`src/rtl/xfer_bus_pkg.sv`:
```
// Shared definitions for the register-bus transfer sequencer: FSM state
// encoding and command record sizing.
package xfer_bus_pkg;

  typedef enum logic [1:0] {
    S_IDLE  = 2'd0,
    S_DRIVE = 2'd1,
    S_LOAD  = 2'd2,
    S_DONE  = 2'd3
  } state_t;

  // A queued command is packed as {src, dst}.
  function automatic int unsigned cmd_width(input int unsigned selw);
    return 2 * selw;
  endfunction

endpackage

```
`src/rtl/xfer_cmd_fifo.sv`:
```
// Circular command FIFO (DEPTH x W, DEPTH a power of two) with push/pop,
// full/empty flags and an occupancy count; push when full and pop when empty are ignored.
module xfer_cmd_fifo #(
  parameter int unsigned DEPTH = 4,
  parameter int unsigned W     = 6
) (
  input  logic                     clk,
  input  logic                     rst,
  input  logic                     push,
  input  logic                     pop,
  input  logic [W-1:0]             din,
  output logic [W-1:0]             dout,
  output logic                     full,
  output logic                     empty,
  output logic [$clog2(DEPTH):0]   count
);

  localparam int unsigned AW = $clog2(DEPTH);

  logic [W-1:0]  mem [DEPTH];
  logic [AW-1:0] wr_ptr;
  logic [AW-1:0] rd_ptr;
  logic          do_push;
  logic          do_pop;

  assign full    = (count == (AW+1)'(DEPTH));
  assign empty   = (count == '0);
  assign do_push = push && !full;
  assign do_pop  = pop && !empty;
  assign dout    = mem[rd_ptr];

  always_ff @(posedge clk) begin
    if (do_push) mem[wr_ptr] <= din;
  end

  always_ff @(posedge clk) begin
    if (rst) begin
      wr_ptr <= '0;
      rd_ptr <= '0;
      count  <= '0;
    end else begin
      if (do_push) wr_ptr <= wr_ptr + 1'b1;
      if (do_pop)  rd_ptr <= rd_ptr + 1'b1;
      case ({do_push, do_pop})
        2'b10:   count <= count + 1'b1;
        2'b01:   count <= count - 1'b1;
        default: count <= count;
      endcase
    end
  end

endmodule

```
`src/rtl/xfer_bus_ctrl.sv`:
```
// Tristate register-bus transfer sequencer: queues src->dst commands and
// drives one T (tx_en) with a settle cycle before the ld_en strobe.
// Optional statistics counters under `XFER_BUS_CTRL_STATS_EN.
module xfer_bus_ctrl
  import xfer_bus_pkg::*;
#(
  parameter int unsigned NREG  = 8,
  parameter int unsigned SELW  = 3,
  parameter int unsigned DEPTH = 4
) (
  input  logic            clk,
  input  logic            rst,
  input  logic            cmd_valid,
  output logic            cmd_ready,
  input  logic [SELW-1:0] cmd_src,
  input  logic [SELW-1:0] cmd_dst,
  output logic [NREG-1:0] tx_en,
  output logic [NREG-1:0] ld_en,
  output logic            busy,
  output logic            done,
  output logic            err
`ifdef XFER_BUS_CTRL_STATS_EN
  ,
  output logic [15:0]     xfer_count,
  output logic [7:0]      err_count
`endif
);

  localparam int unsigned    CW     = cmd_width(SELW);
  localparam int unsigned    QCW    = $clog2(DEPTH) + 1;
  localparam logic [SELW:0]  NREG_W = (SELW+1)'(NREG);
  localparam logic [NREG-1:0] ONE   = NREG'(1);

  state_t          state;
  state_t          state_nx;
  logic            push;
  logic            pop;
  logic            q_full;
  logic            q_empty;
  logic [QCW-1:0]  q_count;
  logic [CW-1:0]   q_head;
  logic [SELW-1:0] head_src;
  logic [SELW-1:0] head_dst;
  logic            head_ok;
  logic [SELW-1:0] src_q;
  logic [SELW-1:0] dst_q;
  logic            ok_q;

  assign cmd_ready = !q_full;
  assign push      = cmd_valid && !q_full;
  assign {head_src, head_dst} = q_head;
  assign head_ok   = ({1'b0, head_src} < NREG_W) && ({1'b0, head_dst} < NREG_W)
                     && (head_src != head_dst);
  assign busy      = (state != S_IDLE) || (q_count != '0);

  xfer_cmd_fifo #(
    .DEPTH (DEPTH),
    .W     (CW)
  ) u_fifo (
    .clk   (clk),
    .rst   (rst),
    .push  (push),
    .pop   (pop),
    .din   ({cmd_src, cmd_dst}),
    .dout  (q_head),
    .full  (q_full),
    .empty (q_empty),
    .count (q_count)
  );

  // Validity is resolved once at pop so the bus decode only needs ok_q.
  always_ff @(posedge clk) begin
    if (rst) begin
      state <= S_IDLE;
      src_q <= '0;
      dst_q <= '0;
      ok_q  <= 1'b0;
    end else begin
      state <= state_nx;
      if (pop) begin
        src_q <= head_src;
        dst_q <= head_dst;
        ok_q  <= head_ok;
      end
    end
  end

  always_comb begin
    state_nx = state;
    pop      = 1'b0;
    case (state)
      S_IDLE, S_DONE: begin
        if (!q_empty) begin
          pop      = 1'b1;
          state_nx = S_DRIVE;
        end else begin
          state_nx = S_IDLE;
        end
      end
      S_DRIVE: state_nx = S_LOAD;
      S_LOAD:  state_nx = S_DONE;
      default: state_nx = S_IDLE;
    endcase
  end

  always_comb begin
    tx_en = '0;
    ld_en = '0;
    done  = 1'b0;
    err   = 1'b0;
    case (state)
      S_DRIVE: begin
        if (ok_q) tx_en = ONE << src_q;
      end
      S_LOAD: begin
        if (ok_q) begin
          tx_en = ONE << src_q;
          ld_en = ONE << dst_q;
        end
      end
      S_DONE: begin
        done = 1'b1;
        err  = !ok_q;
      end
      default: ;
    endcase
  end

`ifdef XFER_BUS_CTRL_STATS_EN
  always_ff @(posedge clk) begin
    if (rst) begin
      xfer_count <= '0;
      err_count  <= '0;
    end else if (state == S_DONE) begin
      if (ok_q)                 xfer_count <= xfer_count + 16'd1;
      else if (err_count != '1) err_count  <= err_count + 8'd1;
    end
  end
`endif

endmodule

```
`config.mk`:
```
export PLATFORM = sky130hd
export DESIGN_NAME = xfer_bus_ctrl
export DESIGN_NICKNAME = d
export VERILOG_FILES = /design/src/rtl/xfer_bus_pkg.sv /design/src/rtl/xfer_cmd_fifo.sv /design/src/rtl/xfer_bus_ctrl.sv
export SDC_FILE = /design/constraint.sdc
export NUM_CORES = 1
export LEC_CHECK = 0
export BUFFER_PORTS_ARGS = -buffer_cell sky130_fd_sc_hd__buf_4
export CORE_ASPECT_RATIO = 1.5
export CORE_MARGIN = 5
export CORE_UTILIZATION = 45
export CTS_BUF_LIST = sky130_fd_sc_hd__clkbuf_16
export CTS_CLUSTER_DIAMETER = 40
export DETAILED_ROUTE_END_ITERATION = 10
export PLACE_DENSITY_LB_ADDON = 0.05
export SLEW_MARGIN = 20
export SYNTH_ARGS = -nofsm -noshare
export SYNTH_HDL_FRONTEND = slang
export SYNTH_SLANG_ARGS = --single-unit
export TNS_END_PERCENT = 30
```
`constraint.sdc`:
```
create_clock -name clk -period 3.5 [get_ports clk]
set_clock_uncertainty 0.15 [all_clocks]
set_input_delay 0 -clock clk [delete_from_list [all_inputs] [get_ports clk]]
set_output_delay 0 -clock clk [all_outputs]
set_load 0.05 [all_outputs]
```
==> results of run 1 <==
## flip-flops by register name, indices dropped and copies added, names as in the netlist, named ones only
register	cells
u_fifo.mem	24
dst_q	3
u_fifo.wr_ptr	2
u_fifo.rd_ptr	2
ok_q	1
u_fifo.count	3
src_q	3
state	2
## final cells by class
class / instances / area (µm²)
Inverter: 9 / 33.8
Clock buffer: 5 / 125
Sequential cell: 42 / 1080
Timing Repair Buffer: 35 / 280
Tap cell: 45 / 56.3
Multi-Input combinational cell: 98 / 696
Fill cell: 335 / 1640
Clock inverter: 3 / 45.0
## repair_timing
| action | CTS | global route |
|---|---|---|
| hold buffers | 7 | 0 |
| endpoints found under the setup margin | 0 | 0 |
| hold endpoints to repair | 42 | 0 |
## routing by layer
metal / vias up / track usage [%] / share of wire, %
met5: - / 0 / 0
li1: 603 / - / -
met4: 0 / 5.33 / 1.4
met3: 4 / 4.19 / 5.4
met1: 570 / 14.0 / 39
met2: 32 / 24.5 / 54
## logic make-up after synthesis
logic type	Yosys count
adders and majority gates	9
and+or+nand+nor	64
AOI/OAI and AO/OA	11
buffers and inverters	13
xor gates and xnor gates	8
DFF	42
muxes	6
## worst paths after layout
path	cells after the start	end	slack (ns)	from
worst max-delay path	10	u_fifo.count[2]	0.64	state[1]
worst min-delay path	4	u_fifo.wr_ptr[0]	0.03	cmd_valid
worst max register to register	10	u_fifo.count[2]	0.64	state[1]
worst min register to register	2	src_q[2]	0.32	src_q[2]
## worst max-delay path: stages (launching register included)
cell and delay (ns):
dfxtp_1 0.36, inv_1 0.05, ha_1 0.33, or2_2 0.41, clkinv_1 0.21, ha_1 0.22
inv_1 0.06, fa_1 0.37, xor2_1 0.18, or3_1 0.31, a21oi_1 0.14
## through the flow
step / power [mW] / area [µm²]
after floorplan: 1.23 / 1840
after CTS: 1.90 / 2320
after detailed placement: 1.37 / 2080
after global placement: 1.34 / 2080
final: 1.87 / 2320
after global routing: 2.02 / 2320
## power groups by stage
stage / Clock, mW / Combinational [mW] / Sequential [mW]
after floorplan: 0 / 0.530 / 0.702
after global placement: 0 / 0.612 / 0.730
after detailed placement: 0 / 0.633 / 0.737
after CTS: 0.523 / 0.645 / 0.728
after global routing: 0.551 / 0.722 / 0.743
final: 0.512 / 0.635 / 0.725
## cells in the final DEF, fill, tap and decap left out, types with 2 or more instances in the layout
master         netlist  routed
and3_1               4       4
clkinvlp_4           0       2
nand3b_1             2       2
buf_4                1      28
ha_1                 8       8
nor3_1               6       6
xor2_1               5       5
xnor2_1              3       3
dlygate4sd3_1        0       7
a21oi_1             10      10
nand3_1              2       2
dfxtp_1             18      18
nor2_1              20      20
mux4_1               2       2
nand2b_1             4       4
inv_1                8       8
mux4_2               4       4
nand2_1             18      18
clkbuf_16            0       5
edfxtp_1            24      24
nor2b_1              2       2
==> impl_metrics.csv, run 1 <==
group,metric,value,unit
synth,synth_simple_gate_area_share,16.8,%
global_route,grt_max_degree,18,
synth,synth_ff_type,"edfxtp_1",
cts,clock_latency,0.28,ns
synth,synth_top_family_by_area,"simple AND/OR/NAND/NOR gates",
synth,synth_mux_area_share,7.77,%
synth,yosys_warnings,0,
sta,slew_violations,0,
outcome,status,"finished clean",
synth,synth_fa_ha_area_share,6.54,%
sta,max_slew.worst_pin.slew,0.401,ns
global_route,antenna_found_initial,0,
route,first_pass_iters,4,
floorplanning,die_w,62.2,µm
sta,fmax,350,MHz
synth,synth_compound_area_share,3.00,%
worst_setup_path,startpoint_type,"flip-flop",
route,via_per_inst,5.10,
sta,hold-worst-slack,0.0269,ns
pwr,seqPwrFrac,38.7,%
pwr,combPwrFrac,33.9,%
pwr,p_switching,653,µW
run,cap_violations,0,
global_route,grt_pass1_wl,5740,µm
global_route,grt_overflow,0,
worst_setup_path,path_class,"flip-flop to flip-flop",
pwr,p_clk_share,27.4,%
sta,finalSetupViolations,0,
route,drc,0,
synth,synth_nets,171,
sta,fin_tns_setup,0,ns
synth,synth_top_cells_by_area,"edfxtp_1 39%, dfxtp_1 20%, ha_1 5.4%, mux4_2 4.9%, nor2_1 4.1%",
pwr,p_int,1.22,mW
sta,relSlewSlack,73.2,%
global_route,grt_pass1_vias,1218,
floorplanning,ios,29,
layout,fin_nets,209,
route,vias,1209,
placed_design,dp_cells,222,
synth,synth-async-reset-ratio,0,%
cts,cts_resized,0,
layout,antenna_cells,0,
synth,yosysTopAreaCell,"edfxtp_1",
placed_design,dp_slack,0.651,ns
synth,ys_seq_elements,42,
layout,fin_util,58.5,%
synth,synthDistinctLibCells,29,
cts,cts-root-buf,"clkbuf_16",
pwr,power.leakage,0.883,nW
synth,synth_xor_xnor_area_share,3.81,%
route,first_iter_violations,47,
route,antenna_left,0,
cts,cts_setup_buffers,0,
cts,path_clk_slew,0.06,ns
layout,drive_gt1_share,21.9,%
layout,final_cells,237,
synth,yosysTopAreaCellShare,39.2,%
worst_setup_path,worstPathArrival,2.92,ns
floorplanning,start_util,46.4,%
route,finalWirelength,3270,µm
sta,setup_ws,0.642,ns
synth,synth.most_common_cell,"edfxtp_1",
cts,cts_tree,"yes",
floorplanning,die_h,88.2,µm
pwr,peakVddDrop,572,µV
sta,layout_min_cycle_time,2.86,ns
synth,ys_seq_area_share,58.9,%
synth,synth_cells,153,
cts,cts_made_buffers,5,
floorplanning,dieArea,0.00549,mm²
sta,fin_crit_sh,81.6,%
floorplanning,rows,28,
synth,postSynthAreaPerCell,12.0,µm²
placed_design,port-buffer-count,28,
worst_setup_path,critPathCaptureType,"flip-flop",
sta,grt_setup_unrepaired,"no",
floorplanning,core-area,0.00396,mm²
cts,htreeDepth,2,
sta,hold_viol_final,0,
route,wl_per_cell,13.8,µm
global_route,grt_util_all_layers,13.3,%
placed_design,gp_congestion,0.665,
pwr,switching_share,34.9,%
synth,synth_edf_count,24,
worst_setup_path,crit_required,3.56,ns
synth,syn_area,0.00184,mm²
placed_design,hpwl,2440,µm
worst_setup_path,crit_fanout,9,
min_path,hp-class,"primary input to flip-flop",
layout,area_delta_synth_final,26.2,%
cts,cts.sinks,42,
cts,cts_buffer_depth,2,
pwr,powerDensity,808,mW/mm²
synth,synth_common_cells,"24 x edfxtp_1, 20 x nor2_1, 18 x dfxtp_1, 18 x nand2_1, 10 x a21oi_1",
Note: power is estimated with default switching activity, not from simulation.
==> run 2, diff against run 1 <==
Settings changed: ABC_AREA from default to 1.
Clock period 3.5 ns to 3 ns, I/O delays scaled along.
==> run 2 against run 1 <==
Clock power increased by 14%. Core utilization decreased by 0.58 points. Global-route usage increased by 0.37 points. Die area increased by 7.6%.
==> impl_metrics.csv, run 2 <==
group,metric,value,unit
global_route,grt_pass1_wl,6210,µm
synth,synth_simple_gate_area_share,23.8,%
worst_setup_path,path_class,"flip-flop to flip-flop",
pwr,powerDensity,932,mW/mm²
floorplanning,die_w,64.4,µm
floorplanning,rows,29,
sta,relSlewSlack,51.4,%
sta,finalSetupViolations,0,
synth,postSynthAreaPerCell,8.43,µm²
synth,synth.most_common_cell,"nand2_1",
global_route,grt_max_degree,19,
sta,grt_setup_unrepaired,"no",
cts,clock_latency,0.28,ns
sta,fin_tns_setup,0,ns
cts,cts_tree,"yes",
sta,layout_min_cycle_time,2.24,ns
cts,cts.sinks,42,
synth,synth_common_cells,"72 x nand2_1, 30 x inv_1, 25 x nor2_1",
layout,final_common_cell,"nand2_1",
synth,synth_top_cells_by_area,"edfxtp_1 36%, dfxtp_1 18%, nand2_1 14%, inv_1 5.6%, ha_1 5.0%",
floorplanning,die_h,91.6,µm
layout,antenna_cells,0,
synth,synth_edf_count,24,
route,drc,0,
min_path,hp-class,"primary input to flip-flop",
synth,synth_fa_ha_area_share,6.01,%
layout,final_cell_mix,"72 x nand2_1, 32 x inv_1, 29 x buf_4",
pwr,peakVddDrop,517,µV
route,first_pass_iters,4,
worst_setup_path,critPathBufInv,1,
worst_setup_path,cp_top_family,"adder cells",
synth,ys_seq_elements,42,
pwr,total_power,2.31,mW
floorplanning,core-area,0.00428,mm²
worst_setup_path,worstPathArrival,2.25,ns
cts,cts-root-buf,"clkbuf_16",
cts,holdBufCountCts,8,
sta,hold-worst-slack,0.301,ns
placed_design,port-buffer-count,28,
synth,yosys_warnings,0,
synth,synth_mux_area_share,0,%
sta,fmax,447,MHz
synth,synth_cells,237,
worst_setup_path,crit_required,3.02,ns
global_route,grt_overflow,0,
floorplanning,start_util,46.7,%
route,via_per_inst,4.83,
placed_design,gp_congestion,0.733,
floorplanning,dieArea,0.00590,mm²
worst_setup_path,crit_path_top_delay_cell,"fa_1",
global_route,grt_util_all_layers,13.7,%
worst_setup_path,startpoint_type,"flip-flop",
layout,drive_gt1_share,13.7,%
pwr,power.leakage,1.12,nW
worst_setup_path,crit_fanout,9,
cts,cts_made_buffers,5,
route,first_iter_violations,77,
cts,path_clk_slew,0.06,ns
placed_design,place_area,0.00224,mm²
layout,fin_area,0.00248,mm²
cts,cts_setup_buffers,0,
layout,fin_nets,294,
synth,synthDistinctLibCells,20,
sta,max_slew.worst_pin.slew,0.727,ns
route,finalWirelength,3750,µm
route,antenna_left,0,
placed_design,hpwl,2810,µm
synth,yosysTopAreaCellShare,36.1,%
layout,largest_reg_flops,24,
floorplanning,ios,29,
worst_setup_path,critPathCaptureType,"flip-flop",
synth,synth_nets,255,
synth,synth_ff_type,"edfxtp_1",
layout,top_register,"u_fifo.mem",
global_route,antenna_found_initial,0,
synth,synth-async-reset-ratio,0,%
run,cap_violations,0,
cts,htreeDepth,2,
synth,yosysTopAreaCell,"edfxtp_1",
worst_setup_path,critPathMaxStageDelay,0.38,ns
synth,synth_top_family_by_area,"simple AND/OR/NAND/NOR gates",
worst_setup_path,r2r_slack,0.76,ns
synth,synth_xor_xnor_area_share,0,%
cts,cts_buffer_depth,2,
synth,ys_seq_area_share,54.1,%
synth,syn_area,0.00200,mm²
route,wl_per_cell,11.6,µm
worst_setup_path,crit_chain,"nor2_1 -> nand2_1 -> nand2_2 -> ha_1 -> inv_1 -> fa_1 -> a21oi_1 -> o21ai_0 -> o21ai_0 -> a21oi_1",
route,vias,1560,
layout,area_delta_synth_final,24.2,%
synth,synth_compound_area_share,8.33,%
outcome,status,"finished clean",
sta,hold_viol_final,0,
sta,fin_crit_sh,74.6,%
global_route,grt_pass1_vias,1391,
cts,cts_resized,0,
sta,slew_violations,0,
-- run 2: changes by cell type after synthesis, moves of 4 or more --
cell,change
inv_1,+22
nor3_1,-6
nor2_1,+5
mux4_2,-4
a21oi_1,+5
nand2b_1,-4
nand2_1,+54
o21ai_0,+13
and3_1,-4
nand3_1,+16
xor2_1,-5
-- run 2: per-layer routing --
| metal | share of wire, % | GRT usage, % | up-vias |
|---|---|---|---|
| met2 | 53 | 24.8 | 36 |
| met3 | 5.2 | 3.55 | 4 |
| met4 | 1.2 | 5.29 | 0 |
| met5 | 0 | 0 | - |
| li1 | - | - | 833 |
| met1 | 40 | 15.0 | 687 |
-- run 2: worst reg2reg max path, stage by stage (launching register included) --
cell and delay, ns:
dfxtp_1 0.33, nor2_1 0.26, nand2_1 0.13, nand2_2 0.16, ha_1 0.18, inv_1 0.07, fa_1 0.38, a21oi_1 0.14
o21ai_0 0.12, o21ai_0 0.16, a21oi_1 0.05
-- run 2: final cells by class --
cell class              count  area, µm²
clock buffers               5        125
clock inverters             3       37.5
fillers                   397       1800
inverters                  32        120
multi-input cells         158        762
flip-flops and latches     42       1080
well taps                  46       57.6
repair buffers             37        298
-- run 2: worst paths after layout --
check	start	to	cells past startpoint
worst min-delay path	rst	src_q[1]	3
worst min register to register	u_fifo.rd_ptr[0]	flip-flop	1
worst max register to register	u_fifo.count[0]	u_fifo.count[2]	10
worst max-delay path	u_fifo.count[0]	u_fifo.count[2]	10
-- run 2: cell families after synthesis --
group	Yosys count
simple gates	118
flops	42
fa+ha+maj	9
buf+inv	37
compound gates	31
-- run 2: through the flow --
step / utilization, % / setup slack [ns] / instances
6_report: 57.9 / 0.762 / 323
5_1_grt: 57.9 / 0.544 / 323
4_1_cts: 57.9 / 0.763 / 323
3_5_place_dp: 52.3 / 0.771 / 307
3_3_place_gp: 52.3 / 0.831 / 307
2_1_floorplan: - / 0.566 / 237
-- run 2: power breakdown --
part / switching [mW] / total, mW / internal [mW]
Sequential: 0.109 / 0.843 / 0.734
Clock: 0.196 / 0.582 / 0.386
Combinational: 0.588 / 0.887 / 0.299
==> run 3, diff against run 2 <==
Clock period 3 ns to 2.3 ns, I/O delays scaled along.
==> run 3 against run 2 <==
Critical path depth is the same. Combinational power is 42% higher. Hold slack gained 0.0015 ns. Clock power is 32% higher. Total power grew 34%. Global-route usage increased by 0.69 points. Via count is 2.1% higher. Final cell count up 2.2%.
==> impl_metrics.csv, run 3 (synthesis gave the netlist of run 2 again) <==
group,metric,value,unit
global_route,grt_util_all_layers,14.4,%
placed_design,place_area,0.00231,mm²
floorplanning,start_util,46.7,%
placed_design,port-buffer-count,28,
layout,register_area,0.00108,mm²
worst_setup_path,path_class,"flip-flop to flip-flop",
route,wl_per_cell,11.4,µm
route,first_pass_iters,4,
route,first_iter_violations,38,
placed_design,gp_congestion,0.722,
layout,area_delta_synth_final,27.7,%
sta,grt_setup_unrepaired,"no",
layout,largest_reg_flops,24,
worst_setup_path,r2r-end,"u_fifo.count[2]",
floorplanning,rows,29,
global_route,antenna_found_initial,0,
min_path,hp-class,"primary input to flip-flop",
layout,antenna_cells,0,
pwr,power.leakage,1.15,nW
cts,cts_setup_buffers,0,
worst_setup_path,crit_fanout,4,
worst_setup_path,crit_required,2.32,ns
sta,max_slew.worst_pin.slew,0.333,ns
layout,drive_gt1_share,16.9,%
cts,cts_resized,0,
sta,finalSetupViolations,0,
layout,fin_util,59.6,%
cts,path_clk_slew,0.06,ns
sta,layout_min_cycle_time,2.12,ns
route,finalWirelength,3750,µm
pwr,powerDensity,1210,mW/mm²
route,drc,0,
layout,multi_input_area,777,µm²
global_route,grt_pass1_vias,1500,
global_route,grt_pass1_wl,6570,µm
route,antenna_left,0,
sta,setup_ws,0.184,ns
global_route,grt_overflow,0,
run,cap_violations,0,
layout,fin_area,0.00255,mm²
worst_setup_path,worstReg2RegStart,"state[0]",
layout,top_register,"u_fifo.mem",
cts,cts-root-buf,"clkbuf_16",
sta,relSlewSlack,77.7,%
placed_design,dp_slack,0.179,ns
layout,nFillCells,411,
floorplanning,die_w,64.4,µm
floorplanning,ios,29,
floorplanning,core-area,0.00428,mm²
layout,fin_nets,301,
worst_setup_path,ff2ff_path_depth,10,
route,via_per_inst,4.82,
pwr,peakVddDrop,751,µV
cts,cts_made_buffers,5,
sta,fmax,473,MHz
sta,slew_violations,0,
min_path,min_path_cells,3,
floorplanning,die_h,91.6,µm
outcome,status,"finished clean",
worst_setup_path,startpoint_type,"flip-flop",
sta,fin_crit_sh,92.0,%
cts,cts_tree,"yes",
floorplanning,dieArea,0.00590,mm²
cts,cts_buffer_depth,2,
layout,final_cell_mix,"71 x nand2_1, 36 x buf_4, 31 x inv_1",
sta,hold_viol_final,0,
min_path,min_from,"rst",
sta,fin_tns_setup,0,ns
cts,clock_latency,0.28,ns
min_path,hold_end,"src_q[1]",
route,vias,1592,
global_route,grt_max_degree,19,
placed_design,hpwl,2790,µm
layout,final_common_cell,"nand2_1",
worst_setup_path,r2r_slack,0.18,ns
cts,holdBufCountCts,8,
worst_setup_path,worstPathArrival,2.14,ns
cts,cts.sinks,42,
cts,htreeDepth,2,
worst_setup_path,critPathCaptureType,"flip-flop",
==> run 3: changes by cell type in the layout (fill, tap and decap cells not counted), sizes merged <==
cell      change
inv           -1
buf           +7
clkinvlp      +1
==> run 3: worst max path at each step <==
stage                    start              end  slack [ns]  cells past startpoint
3_3_place_gp          state[0]  u_fifo.count[2]        0.23                     10
2_1_floorplan  u_fifo.count[0]  u_fifo.count[2]        0.02                     10
4_1_cts               state[0]  u_fifo.count[2]        0.17                     10
5_1_grt               state[1]  u_fifo.count[2]        0.06                     10
3_5_place_dp          state[0]  u_fifo.count[2]        0.18                     10
6_report              state[0]  u_fifo.count[2]        0.18                     10
==> run 3: cell type report <==
cell class              count  share of cell area (%)
flip-flops and latches     42                    42.4
multi-input cells         158                    30.4
repair buffers             44                    13.7
clock buffers               5                    4.90
inverters                  32                    4.71
well taps                  46                    2.25
clock inverters             3                    1.62
==> run 3: power by group <==
group | switching (mW) | total [mW] | leakage, nW | internal (mW)
Combinational | 0.818 | 1.26 | 0.700 | 0.442
Sequential | 0.107 | 1.06 | 0.369 | 0.957
Clock | 0.262 | 0.768 | 0.0812 | 0.507
==> run 3: routing by layer <==
metal | wire [µm] | up-vias | GRT usage, %
met5 | 0 | - | 0
met2 | 1950 | 26 | 25.3
met4 | 65 | 0 | 5.64
met1 | 1540 | 712 | 15.9
met3 | 188 | 5 | 4.52
li1 | - | 849 | -
==> run 3: critical path, cell delays in order, from the launching register on <==
cell	delay, ns
dfxtp_1	0.33
inv_1	0.08
ha_4	0.27
a21oi_4	0.12
ha_1	0.15
inv_1	0.06
fa_1	0.38
a21oi_1	0.14
o21ai_0	0.11
o21ai_0	0.16
a21oi_1	0.05
==> run 3: stage by stage <==
stage	total power, mW	hold WS, ns	std cells
floorplan	2.06	-0.0809	237
global placement	2.34	0.0387	314
detailed placement	2.34	0.0366	314
CTS	3.13	0.298	330
global route	3.36	0.317	330
finish	3.09	0.302	330
